## src/rtl/calc_engine_if.sv

```systemverilog
`default_nettype none
// ============================================================================
//  Module   : calc_engine_if
//  Purpose  : Keypad-to-calculator-to-display bundle. Master side is the
//             keypad scanner / display driver, slave side is calc_engine.
//  Revision : 1.0  initial release
// ============================================================================
interface calc_engine_if #(
  parameter int WIDTH = 16
);
  logic             key_pressed;
  logic [3:0]       keypad_out;
  logic [WIDTH-1:0] reg_display;
  logic             busy;
  logic             ovf;
  logic             err;

  modport master (
    output key_pressed, keypad_out,
    input  reg_display, busy, ovf, err
  );

  modport slave (
    input  key_pressed, keypad_out,
    output reg_display, busy, ovf, err
  );
endinterface
`default_nettype wire

```

## src/rtl/calc_engine.sv

```systemverilog
`default_nettype none
// ============================================================================
//  Module   : calc_engine
//  Purpose  : Decimal-entry, chained-operator unsigned integer calculator.
//             Digits build an argument; each operator key applies the pending
//             operator to the running result; F (equals) shows the result and
//             lets the next digit start a fresh calculation.
//  Options  : CALC_DIVIDE_EN - builds the restoring divider (key D, DIVIDE
//             state, busy and err). Undefined: key D is ignored, busy=err=0.
//  Revision : 1.0  initial release
// ============================================================================
module calc_engine #(
  parameter int WIDTH      = 16,
  parameter int MAX_DIGITS = 4
) (
  input  wire logic    clk,
  input  wire logic    rst,
  calc_engine_if.slave bus
);

  localparam int CNT_W     = $clog2(MAX_DIGITS + 1);
  localparam int EXT_W     = WIDTH + 4;
  localparam int DIV_CNT_W = $clog2(WIDTH + 1);
  localparam logic [WIDTH-1:0] MAX_VAL = {WIDTH{1'b1}};

  typedef enum logic [2:0] {
    S_CLEAR    = 3'd0,
    S_READ     = 3'd1,
    S_DIGIT    = 3'd2,
    S_CALC     = 3'd3,
    S_DIVIDE   = 3'd4,
    S_DISP_ARG = 3'd5,
    S_DISP_RES = 3'd6,
    S_ERROR    = 3'd7
  } state_t;

  typedef enum logic [2:0] {
    OP_PLUS  = 3'd0,
    OP_MINUS = 3'd1,
    OP_MUL   = 3'd2,
    OP_DIV   = 3'd3,
    OP_EQ    = 3'd4
  } op_t;

  state_t           state;
  op_t              op;
  op_t              op_next;
  logic [WIDTH-1:0] arg;
  logic [WIDTH-1:0] result;
  logic [WIDTH-1:0] display;
  logic [CNT_W-1:0] digit_cnt;
  logic [3:0]       key_code;
  logic             key_prev;
  logic             fresh;
  logic             ovf_flag;

  logic               key_edge;
  logic [EXT_W-1:0]   arg_ext;
  logic [EXT_W-1:0]   appended;
  logic               digit_ok;
  logic [WIDTH:0]     sum;
  logic [2*WIDTH-1:0] prod;

`ifdef CALC_DIVIDE_EN
  logic [WIDTH-1:0]     div_rem;
  logic [WIDTH-1:0]     div_quo;
  logic [WIDTH-1:0]     div_dvsr;
  logic [DIV_CNT_W-1:0] div_cnt;
  logic                 div_busy;
  logic                 div_err;
  logic [WIDTH:0]       rem_shift;
  logic [WIDTH:0]       rem_sub;
  logic                 rem_take;
`endif

  // Key edge detect, digit-append candidate and the arithmetic results.
  always_comb begin
    key_edge = bus.key_pressed & ~key_prev;
    arg_ext  = {4'b0000, arg};
    // arg*10 + key, wide enough that it can never wrap
    appended = (arg_ext << 3) + (arg_ext << 1) + {{WIDTH{1'b0}}, key_code};
    digit_ok = (digit_cnt < CNT_W'(MAX_DIGITS)) &&
               (appended <= {4'b0000, MAX_VAL});
    sum      = {1'b0, result} + {1'b0, arg};
    prod     = (2*WIDTH)'(result) * (2*WIDTH)'(arg);
  end

`ifdef CALC_DIVIDE_EN
  // One restoring-division step: shift in the next dividend bit, subtract
  // the divisor when it fits.
  always_comb begin
    rem_shift = {div_rem, div_quo[WIDTH-1]};
    rem_sub   = rem_shift - {1'b0, div_dvsr};
    rem_take  = (rem_shift >= {1'b0, div_dvsr});
  end
`endif

  // Main controller: key capture, argument entry, operator evaluation,
  // division sequencing and the registered display/flag outputs.
  always_ff @(posedge clk) begin
    if (rst) begin
      state     <= S_CLEAR;
      op        <= OP_PLUS;
      op_next   <= OP_PLUS;
      arg       <= '0;
      result    <= '0;
      display   <= '0;
      digit_cnt <= '0;
      key_code  <= '0;
      key_prev  <= 1'b0;
      fresh     <= 1'b0;
      ovf_flag  <= 1'b0;
`ifdef CALC_DIVIDE_EN
      div_rem   <= '0;
      div_quo   <= '0;
      div_dvsr  <= '0;
      div_cnt   <= '0;
      div_busy  <= 1'b0;
      div_err   <= 1'b0;
`endif
    end else begin
      key_prev <= bus.key_pressed;

      case (state)
        S_CLEAR: begin
          arg       <= '0;
          result    <= '0;
          digit_cnt <= '0;
          display   <= '0;
          ovf_flag  <= 1'b0;
          op        <= OP_PLUS;
          fresh     <= 1'b0;
`ifdef CALC_DIVIDE_EN
          div_err   <= 1'b0;
`endif
          state     <= S_READ;
        end

        S_READ: begin
          if (key_edge) begin
            key_code <= bus.keypad_out;
            case (bus.keypad_out)
              4'hA: begin op_next <= OP_PLUS;  state <= S_CALC; end
              4'hB: begin op_next <= OP_MINUS; state <= S_CALC; end
              4'hC: begin op_next <= OP_MUL;   state <= S_CALC; end
`ifdef CALC_DIVIDE_EN
              4'hD: begin op_next <= OP_DIV;   state <= S_CALC; end
`else
              4'hD: state <= S_READ;
`endif
              4'hE: state <= S_CLEAR;
              4'hF: begin op_next <= OP_EQ;    state <= S_CALC; end
              default: state <= S_DIGIT;
            endcase
          end
        end

        S_DIGIT: begin
          if (digit_ok) begin
            arg       <= appended[WIDTH-1:0];
            digit_cnt <= digit_cnt + 1'b1;
          end
          // first digit after equals starts a new calculation
          if (fresh) begin
            result <= '0;
            fresh  <= 1'b0;
          end
          state <= S_DISP_ARG;
        end

        S_CALC: begin
          arg       <= '0;
          digit_cnt <= '0;
          if (op_next == OP_EQ) begin
            op    <= OP_PLUS;
            fresh <= 1'b1;
          end else begin
            op    <= op_next;
            fresh <= 1'b0;
          end
          state <= S_DISP_RES;
          case (op)
            OP_PLUS: begin
              result <= sum[WIDTH-1:0];
              if (sum[WIDTH]) ovf_flag <= 1'b1;
            end
            OP_MINUS: begin
              result <= result - arg;
              if (arg > result) ovf_flag <= 1'b1;
            end
            OP_MUL: begin
              result <= prod[WIDTH-1:0];
              if (|prod[2*WIDTH-1:WIDTH]) ovf_flag <= 1'b1;
            end
`ifdef CALC_DIVIDE_EN
            OP_DIV: begin
              if (arg == '0) begin
                div_err <= 1'b1;
                display <= '0;
                state   <= S_ERROR;
              end else begin
                div_rem  <= '0;
                div_quo  <= result;
                div_dvsr <= arg;
                div_cnt  <= '0;
                div_busy <= 1'b1;
                state    <= S_DIVIDE;
              end
            end
`endif
            default: result <= result;
          endcase
        end

`ifdef CALC_DIVIDE_EN
        S_DIVIDE: begin
          if (div_cnt == DIV_CNT_W'(WIDTH)) begin
            // remainder is discarded
            result   <= div_quo;
            div_busy <= 1'b0;
            state    <= S_DISP_RES;
          end else begin
            div_quo <= {div_quo[WIDTH-2:0], rem_take};
            div_rem <= rem_take ? rem_sub[WIDTH-1:0] : rem_shift[WIDTH-1:0];
            div_cnt <= div_cnt + 1'b1;
          end
        end

        S_ERROR: begin
          display <= '0;
          if (key_edge && (bus.keypad_out == 4'hE)) state <= S_CLEAR;
        end
`endif

        S_DISP_ARG: begin
          display <= arg;
          state   <= S_READ;
        end

        S_DISP_RES: begin
          display <= result;
          state   <= S_READ;
        end

        default: state <= S_CLEAR;
      endcase
    end
  end

  assign bus.reg_display = display;
  assign bus.ovf         = ovf_flag;
`ifdef CALC_DIVIDE_EN
  assign bus.busy        = div_busy;
  assign bus.err         = div_err;
`else
  assign bus.busy        = 1'b0;
  assign bus.err         = 1'b0;
`endif

endmodule
`default_nettype wire

```

## src/flat_wrapper.sv

```systemverilog
// flat-port wrapper written by rule: the top's interface ports become plain ports
module calc_engine_flat 
#(
  parameter int WIDTH      = 16,
  parameter int MAX_DIGITS = 4
)
  (clk, rst, bus_key_pressed, bus_keypad_out, bus_reg_display, bus_busy, bus_ovf, bus_err);
  calc_engine_if #(.WIDTH(WIDTH)) bus_i ();
  input  wire logic clk;
  input  wire logic rst;
  input wire logic [$bits(bus_i.key_pressed)-1:0] bus_key_pressed;
  input wire logic [$bits(bus_i.keypad_out)-1:0] bus_keypad_out;
  output wire logic [$bits(bus_i.reg_display)-1:0] bus_reg_display;
  output wire logic [$bits(bus_i.busy)-1:0] bus_busy;
  output wire logic [$bits(bus_i.ovf)-1:0] bus_ovf;
  output wire logic [$bits(bus_i.err)-1:0] bus_err;
  assign bus_i.key_pressed = bus_key_pressed;
  assign bus_i.keypad_out = bus_keypad_out;
  assign bus_reg_display = bus_i.reg_display;
  assign bus_busy = bus_i.busy;
  assign bus_ovf = bus_i.ovf;
  assign bus_err = bus_i.err;
  calc_engine #(.WIDTH(WIDTH), .MAX_DIGITS(MAX_DIGITS)) u_core (.clk(clk), .rst(rst), .bus(bus_i));
endmodule
```

## config.mk

```make
export PLATFORM = sky130hd
export DESIGN_NAME = calc_engine_flat
export DESIGN_NICKNAME = d
export VERILOG_FILES = /design/src/rtl/calc_engine_if.sv /design/src/rtl/calc_engine.sv /design/src/flat_wrapper.sv
export SDC_FILE = /design/constraint.sdc
export NUM_CORES = 1
export LEC_CHECK = 0
export BUFFER_PORTS_ARGS = -buffer_cell sky130_fd_sc_hd__buf_2
export CORE_ASPECT_RATIO = 1.75
export CORE_UTILIZATION = 60
export CTS_BUF_LIST = sky130_fd_sc_hd__clkbuf_16
export DETAILED_ROUTE_END_ITERATION = 16
export HOLD_SLACK_MARGIN = 0.02
export PLACE_DENSITY_LB_ADDON = 0.08
export SLEW_MARGIN = 5
export SYNTH_ARGS = -nofsm -noshare
export SYNTH_HDL_FRONTEND = slang
export SYNTH_SLANG_ARGS = --single-unit
```

## constraint.sdc

```tcl
create_clock -name clk -period 14.7 [get_ports clk]
set_input_delay 0 -clock clk [delete_from_list [all_inputs] [get_ports clk]]
set_output_delay 0 -clock clk [all_outputs]
set_load 0.02 [all_outputs]
```

==> metrics.log, run 1 <==
INFO  metric outcome = finished, final reports clean
INFO  metric rsz0062_at_grt = no
INFO  metric firstDrtPassIters = 6
INFO  metric cell_internal_pwr = ~0.00033 W
INFO  metric cts.sink_count = 67
INFO  metric timing.critical_path.required = roughly 15 ns
INFO  metric report.final.slew_viol_count = 0
INFO  metric timing.max_cap.violations = 0
INFO  metric tightestPinTransition = ~1.1 ns
INFO  metric r2r_setup_slack = between 7 and 8 ns
INFO  metric routability_cong = between 0.9 and 1
INFO  metric path_clk_slew = approximately 0.07 ns
INFO  metric worst_hold_startpoint = rst
INFO  metric grt_first_pass_wirelength = between 60 and 70 mm
INFO  metric numPortBuffers = 23
INFO  metric die_area = 24070 sq um
INFO  metric cpMostUsedCell = sky130_fd_sc_hd__fa_1
INFO  metric first_global_vias = 12510
INFO  metric critical_path_buf_inv_count = 3
INFO  metric io_pins = 26
INFO  metric area_added_between_synthesis_and_finish = 4.201%
INFO  metric synth_area_per_cell = 8.116 sq um
INFO  metric drt_iter0_drc = approximately 770
INFO  metric worst_hold_path_type = in2reg
INFO  metric maxSlewHeadroom = 0.2704
INFO  metric cp_max_fo = 19
INFO  metric final_core_utilization = 0.6415
INFO  metric root_buffer_master = sky130_fd_sc_hd__clkbuf_16
INFO  metric design.final.nets = between 2000 and 2500
INFO  metric critical_path.slowest_cell = sky130_fd_sc_hd__dfxtp_1
INFO  metric yosys_register_bits = 67
INFO  metric seq_pwr_share = 0.412
INFO  metric yosysTopAreaCell = sky130_fd_sc_hd__fa_1
INFO  metric p_clk_frac = 0.500
INFO  metric power-per-cell-area = ~30 nW/um^2
INFO  metric ys.warnings.count = 0
INFO  metric rows = 73
INFO  metric route.vias.total = approximately 12000
INFO  metric share_of_final_layout_standard_cells_stronger_than_drive_strength_1 = 0.03927
INFO  metric globalRouteOverflowTotal = 0
INFO  metric route.final.wire_length = 39.12 mm
INFO  metric min_period_over_period = 0.4868
INFO  metric overall_fraction_of_global_route_tracks_in_use = 0.3398
INFO  metric detailed_place_hpwl = 30.48 mm
INFO  metric critPathMaxStageDelay = 0.96 ns
INFO  metric synth_cell_type_count = between 70 and 80
INFO  metric diodes = 0
INFO  metric whs_path_depth = 3
INFO  metric tritoncts = built
INFO  metric synth_flop_cell = sky130_fd_sc_hd__dfxtp_1
INFO  metric fmaxAchievable = about 140 MHz
INFO  metric worstSetupStartpoint = u_core.result[9]
INFO  metric cp.arrival = approximately 7.4 ns
INFO  metric postCtsResizedCells = 0
INFO  metric route.detailed.wl_per_inst = 19.50 microns
INFO  metric cts_made_buffers = 9
INFO  metric cts_htree_levels = 3
INFO  metric irDropWorstVdd = about 95 uV
INFO  metric startpoint_type = flip-flop
INFO  metric starting_density_of_the_core = 0.6156
INFO  metric ant_nets = 0
INFO  metric worst-setup-path-type = reg2reg
INFO  metric static-leakage-power = 6.710 nW
INFO  metric min_to = u_core.key_prev
INFO  metric timing_hold_violations_final = 0
INFO  metric power.switching_fraction = 0.2674
INFO  metric crit_path_cell_trace = nand2_1, fa_1, fa_1, fa_1, fa_1, inv_1, fa_1, inv_1, fa_1, inv_1, ha_1, o211ai_1, nor3_1, nand3b_1, nor2_1, o41a_1, a41oi_1, o2111ai_1, o311ai_0, nor4_1, a31oi_1
INFO  metric final.setup_skew = roughly 0.019 ns
INFO  metric coreArea = between 20000 and 25000 sq um
INFO  metric synth_seq_area_share = 0.09542
INFO  metric setup-tns-final = 0 ns
INFO  metric grt_antenna_before_repair = 0
INFO  metric grt_start_max_net_pins = 55
INFO  metric drt-vias-per-instance = between 6 and 7
INFO  metric synthArstFlopShare = 0
INFO  metric dieHeight = 204.5 microns
INFO  metric finalSetupViolations = 0
INFO  metric synth.top_cell.area_share = 0.2820
INFO  metric r2r_end = u_core.bus.ovf
INFO  metric rr_worst_depth = 21
INFO  metric cts_post_setup_buffers_inserted = 0
INFO  metric worstSkewPairLatency = about 0.35 ns
INFO  metric min_period = roughly 7.2 ns
INFO  metric main_area_contributors_after_synthesis = sky130_fd_sc_hd__fa_1 28%, sky130_fd_sc_hd__ha_1 15%, sky130_fd_sc_hd__dfxtp_1 9.5%, sky130_fd_sc_hd__inv_1 6.8%, sky130_fd_sc_hd__nand2_1 5.6%
INFO  metric switchingPower = about 0.00012 W
INFO  metric startpoint_of_the_worst_slack_reg_to_reg_timing_path = u_core.result[9]
INFO  metric post_synth_inst_count = between 1500 and 2000
INFO  metric cts-root-to-sink-buffers = 2
INFO  metric end_kind = flip-flop
INFO  metric post_synth_edffs = 0
INFO  metric route.detailed.drc = 0
INFO  metric worst_path_dominant_cell_family = adder cells
INFO  metric die_width = 117.7 microns
INFO  metric synth.cell_area = approximately 14000 sq um
INFO  metric comb_power_share = 0.087
## cell usage in the layout, fill, tap and decap left out, types with 12 or more instances in the layout
cell,instances
sky130_fd_sc_hd__a21o_1,30
sky130_fd_sc_hd__a21oi_1,110
sky130_fd_sc_hd__a22oi_1,12
sky130_fd_sc_hd__and2_1,98
sky130_fd_sc_hd__buf_2,23
sky130_fd_sc_hd__dfxtp_1,67
sky130_fd_sc_hd__fa_1,198
sky130_fd_sc_hd__ha_1,168
sky130_fd_sc_hd__inv_1,254
sky130_fd_sc_hd__mux2i_1,13
sky130_fd_sc_hd__nand2_1,210
sky130_fd_sc_hd__nand2b_1,15
sky130_fd_sc_hd__nand3_1,16
sky130_fd_sc_hd__nor2_1,142
sky130_fd_sc_hd__nor2b_1,29
sky130_fd_sc_hd__nor3_1,25
sky130_fd_sc_hd__o21ai_0,55
sky130_fd_sc_hd__o21bai_1,12
sky130_fd_sc_hd__xnor2_1,20
sky130_fd_sc_hd__xor2_1,14
## synth_stat cells, types with 10 or more instances
master	instances
sky130_fd_sc_hd__ha_1	168
sky130_fd_sc_hd__a22oi_1	12
sky130_fd_sc_hd__and2_1	98
sky130_fd_sc_hd__nand2b_1	15
sky130_fd_sc_hd__a21o_1	30
sky130_fd_sc_hd__a31oi_1	10
sky130_fd_sc_hd__a21oi_1	110
sky130_fd_sc_hd__nand3_1	16
sky130_fd_sc_hd__inv_1	254
sky130_fd_sc_hd__fa_1	198
sky130_fd_sc_hd__mux2i_1	13
sky130_fd_sc_hd__nor2_1	142
sky130_fd_sc_hd__clkbuf_1	70
sky130_fd_sc_hd__dfxtp_1	67
sky130_fd_sc_hd__xor2_1	14
sky130_fd_sc_hd__o21ai_0	55
sky130_fd_sc_hd__xnor2_1	20
sky130_fd_sc_hd__or3_1	10
sky130_fd_sc_hd__nor2b_1	29
sky130_fd_sc_hd__o21bai_1	12
sky130_fd_sc_hd__nor3_1	25
sky130_fd_sc_hd__o22ai_1	10
sky130_fd_sc_hd__nand2_1	210
## layout make-up
class	count	area, sq um
Sequential cell	67	1341
Clock inverter	7	73.82
Fill cell	2063	8187
Tap cell	300	375.4
Inverter	254	953.4
Clock buffer	9	225.2
Timing Repair Buffer	38	240.2
Multi-Input combinational cell	1331	11440
## worst min-delay path: cells and delay by family
family	cells	cell delay (ns)
buf+inv	2	0.38
simple gates	1	0.17
## power by group through the flow
stage	Sequential, W	Clock [W]	Combinational, W
6_report	0.000185	0.000224	0.0000392
3_3_place_gp	0.000189	0	0.0000377
3_5_place_dp	0.000189	0	0.0000374
5_1_grt	0.000185	0.000233	0.0000438
2_1_floorplan	0.000189	0	0.0000283
4_1_cts	0.000185	0.000228	0.0000388
## routing by layer
metal  vias to the layer above  track usage  routed length, microns
met5                         -            0                       0
met4                         0       0.2253                    2623
met3                       126      0.03153                    1902
met2                       397       0.6120                   20380
met1                      5954       0.3799                   14210
li1                       5595            -                       -
## state kept, by name (all words and copies together), names as in the netlist
signal / cells
u_core.arg: 16
u_core.bus.reg_display: 16
u_core.result: 16
u_core.key_code: 4
u_core.digit_cnt: 3
u_core.op: 3
u_core.op_next: 3
u_core.state: 3
u_core.bus.ovf: 1
u_core.fresh: 1
u_core.key_prev: 1
## how the worst max path moves through the flow
stage / to / slack [ns] / cells past startpoint
floorplan: u_core.bus.ovf / 8.40 / 22
global placement: u_core.bus.ovf / 7.62 / 21
detailed placement: u_core.bus.ovf / 7.44 / 21
CTS: u_core.bus.ovf / 7.45 / 21
global route: u_core.bus.ovf / 7.14 / 21
finish: u_core.bus.ovf / 7.54 / 21
## metrics by stage
stage          setup WS (ns)  cell area, sq um  hold WS, ns  std cells  total power (W)
2_1_floorplan          8.395             14060       0.1282       1733        0.0002170
3_3_place_gp           7.619             14300       0.2316       1985        0.0002264
3_5_place_dp           7.442             14300       0.2339       1985        0.0002262
4_1_cts                7.451             14650       0.2592       2006        0.0004513
5_1_grt                7.144             14650       0.3021       2006        0.0004613
6_report               7.544             14650       0.2706       2006        0.0004480
## kinds of logic (layout without fill, tap and decap cells)
logic type                 after synthesis  after routing  synth area share
AOI/OAI and AO/OA                      331            331            0.1528
xor gates and xnor gates                35             35           0.02234
adders and majority gates              366            366            0.4315
buffers and inverters                  335            308           0.09114
DFF                                     67             67           0.09542
muxes                                   15             15           0.01086
other                                    1              2         0.0002668
and+or+nand+nor                        582            582            0.1956
## what timing repair did
item,in CTS,in global routing
endpoints found under the hold margin,7,0
hold buffers,5,0
endpoints found under the setup margin,0,0
Power figures use the tool's default switching activity.
==> run 2: changes to the inputs <==
==> constraint.sdc (replaced) <==
create_clock -name clk -period 6 [get_ports clk]
set_input_delay 0 -clock clk [delete_from_list [all_inputs] [get_ports clk]]
set_output_delay 0 -clock clk [all_outputs]
set_load 0.02 [all_outputs]
==> run 2 against run 1 <==
Net effect:
- total power up 150%
- setup slack worse by 7.7 ns
- die area unchanged
- maximum frequency rose by 16%
- clock skew is 0.0095 ns lower
- critical path depth is 3 higher
- via count up 6.4%
- register-to-register slack got worse by 7.7 ns
- critical endpoint unchanged
- non-clock buffer count rose by 181
- the run now ends with setup timing left
- critical path type unchanged
==> metrics.log, run 2 (synthesis gave the netlist of run 1 again) <==
INFO  metric outcome = complete, but fails checks
INFO  metric failing_checks = setup timing
INFO  metric least_setup_slack_across_all_paths_after_layout = -0.1776 ns
INFO  metric finalSetupViolations = 1
INFO  metric share_of_final_layout_standard_cells_stronger_than_drive_strength_1 = 0.1616
INFO  metric grt_start_max_net_pins = 55
INFO  metric cpMostUsedCell = sky130_fd_sc_hd__fa_1
INFO  metric cp_max_fo = 5
INFO  metric ant_nets = 0
INFO  metric timing.critical_path.required = around 6.2 ns
INFO  metric detailed_place_hpwl = 34.49 mm
INFO  metric area_taken_by_multi_input_logic_gates = approximately 12000 sq um
INFO  metric switchingPower = approximately 0.00031 W
INFO  metric cts_htree_levels = 3
INFO  metric crit_path_cell_trace = and2_4, fa_1, inv_1, fa_1, fa_1, fa_1, inv_2, fa_1, inv_1, fa_1, inv_2, ha_4, buf_6, a21oi_4, o21a_1, or2_4, nand2_1, o41a_1, buf_4, mux2i_1, a22oi_1, a21o_1, nor4_2, a31oi_1
INFO  metric route.vias.total = roughly 13000
INFO  metric rows = 73
INFO  metric p_clk_frac = 0.512
INFO  metric startpoint_type = flip-flop
INFO  metric firstDrtPassIters = 5
INFO  metric worstSkewPairLatency = 0.35 ns
INFO  metric placedInstanceArea = 15580 sq um
INFO  metric fmaxAchievable = approximately 160 MHz
INFO  metric drt_iter0_drc = between 1000 and 1500
INFO  metric cts.sink_count = 67
INFO  metric timing_hold_violations_final = 0
INFO  metric mostFrequentLayoutCell = sky130_fd_sc_hd__inv_1
INFO  metric rsz0062_at_grt = yes
INFO  metric route.detailed.drc = 0
INFO  metric cp.arrival = around 6.4 ns
INFO  metric comb_power_share = 0.087
INFO  metric seqCellArea = about 1400 sq um
INFO  metric die_width = 117.7 microns
INFO  metric worst-setup-path-type = reg2reg
INFO  metric cts_made_buffers = 9
INFO  metric first_global_vias = roughly 13000
INFO  metric route.final.wire_length = about 43 mm
INFO  metric worst_path_dominant_cell_family = adder cells
INFO  metric power.switching_fraction = 0.2788
INFO  metric die_area = 24070 sq um
INFO  metric drt-vias-per-instance = just under 6
INFO  metric post_route_cell_area = 16420 sq um
INFO  metric fillers = about 1900
INFO  metric design.final.nets = roughly 2300
INFO  metric report.final.slew_viol_count = 0
INFO  metric numPortBuffers = 23
INFO  metric worst_hold_path_type = in2reg
INFO  metric cts-root-to-sink-buffers = 2
INFO  metric hold_ws = between 0.2 and 0.25 ns
INFO  metric final.setup_skew = 0.008989 ns
INFO  metric coreArea = around 23000 sq um
INFO  metric end_kind = flip-flop
INFO  metric overall_fraction_of_global_route_tracks_in_use = 0.3676
INFO  metric routability_cong = around 0.96
INFO  metric grt_antenna_before_repair = 0
INFO  metric static-leakage-power = a little under 8 nW
INFO  metric dieHeight = 204.5 microns
INFO  metric globalRouteOverflowTotal = 0
INFO  metric timing.max_cap.violations = 0
INFO  metric diodes = 0
INFO  metric setup-tns-final = -0.1776 ns
INFO  metric cell_internal_pwr = ~0.0008 W
INFO  metric io_pins = 26
INFO  metric final_cell_mix = 251 x sky130_fd_sc_hd__inv_1, 210 x sky130_fd_sc_hd__nand2_1, 194 x sky130_fd_sc_hd__fa_1
INFO  metric path_clk_slew = ~0.070 ns
INFO  metric root_buffer_master = sky130_fd_sc_hd__clkbuf_16
INFO  metric tritoncts = built
INFO  metric irDropWorstVdd = between 200 and 250 uV
INFO  metric area_added_between_synthesis_and_finish = 16.78%
INFO  metric min_period_over_period = 1.030
INFO  metric min_period = about 6.2 ns
INFO  metric starting_density_of_the_core = 0.6156
INFO  metric tightestPinTransition = 1.227 ns
INFO  metric critical_path.slowest_cell = sky130_fd_sc_hd__fa_1
INFO  metric critPathMaxStageDelay = between 0.5 and 0.6 ns
INFO  metric power-per-cell-area = 68.04 nW/um^2
INFO  metric maxSlewHeadroom = 0.1800
INFO  metric critical_path_buf_inv_count = 6
INFO  metric seq_pwr_share = 0.401
INFO  metric route.detailed.wl_per_inst = 19.48 microns
INFO  metric grt_first_pass_wirelength = 68.57 mm
INFO  metric final_core_utilization = 0.7189
==> run 2: metrics by stage <==
step | worst slack (ns) | instances | power (W)
finish | -0.1776 | 2187 | 0.001117
global route | -0.3807 | 2187 | 0.001146
CTS | -0.1200 | 2186 | 0.001116
detailed placement | -0.5916 | 2146 | 0.0005539
global placement | -0.4172 | 2146 | 0.0005539
floorplan | 0.003034 | 1733 | 0.0005316
==> run 2: worst reg2reg max path, cell delays in order, from the launching register on <==
cell                      delay, ns
sky130_fd_sc_hd__dfxtp_4       0.36
sky130_fd_sc_hd__and2_4        0.16
sky130_fd_sc_hd__fa_1          0.53
sky130_fd_sc_hd__inv_1         0.05
sky130_fd_sc_hd__fa_1          0.53
sky130_fd_sc_hd__fa_1          0.44
sky130_fd_sc_hd__fa_1          0.51
sky130_fd_sc_hd__inv_2         0.04
sky130_fd_sc_hd__fa_1          0.48
sky130_fd_sc_hd__inv_1         0.05
sky130_fd_sc_hd__fa_1          0.49
sky130_fd_sc_hd__inv_2         0.05
sky130_fd_sc_hd__ha_4          0.22
sky130_fd_sc_hd__buf_6         0.13
sky130_fd_sc_hd__a21oi_4       0.18
sky130_fd_sc_hd__o21a_1        0.21
sky130_fd_sc_hd__or2_4         0.13
sky130_fd_sc_hd__nand2_1       0.05
sky130_fd_sc_hd__o41a_1        0.46
sky130_fd_sc_hd__buf_4         0.18
sky130_fd_sc_hd__mux2i_1       0.13
sky130_fd_sc_hd__a22oi_1       0.10
sky130_fd_sc_hd__a21o_1        0.17
sky130_fd_sc_hd__nor4_2        0.29
sky130_fd_sc_hd__a31oi_1       0.11
==> run 2: power groups by stage <==
stage | logic [W] | clock network, W | registers (W)
final | 0.0000970 | 0.000572 | 0.000448
after global routing | 0.000108 | 0.000589 | 0.000449
after CTS | 0.0000957 | 0.000572 | 0.000448
after detailed placement | 0.0000920 | 0 | 0.000462
after global placement | 0.0000921 | 0 | 0.000462
after floorplan | 0.0000692 | 0 | 0.000462
==> run 2: what timing repair did <==
action	in CTS	in global routing
resized for setup	71	15
pin swaps	26	7
hold buffers	5	0
endpoints found under the hold margin	7	0
endpoints found under the setup margin	3	3
buffers inserted	19	1
==> run 2: routing by layer <==
layer  vias up  part of all wire  GRT usage  wire, microns
met5         -                 0          0              0
met4         0             0.058     0.2005           2489
met3       139             0.053    0.04883           2246
met2       432              0.52     0.6737          22070
met1      6311              0.37     0.4084          15800
li1       5959                 -          -              -
==> run 2: worst paths after layout <==
path,slack (ns),startpoint,depth (start not counted),to
hold reg to reg,0.48,u_core.fresh,2,u_core.fresh
setup / recovery,-0.18,u_core.arg[4],24,u_core.bus.ovf
setup reg to reg,-0.18,u_core.arg[4],24,u_core.bus.ovf
hold / removal,0.24,rst,3,u_core.result[12]
==> run 2: final cells by class <==
class | count | area share
flip-flops and latches | 67 | 0.08453
repair buffers | 219 | 0.1062
multi-input cells | 1331 | 0.7097
well taps | 300 | 0.02287
inverters | 254 | 0.05808
clock inverters | 7 | 0.004954
clock buffers | 9 | 0.01372
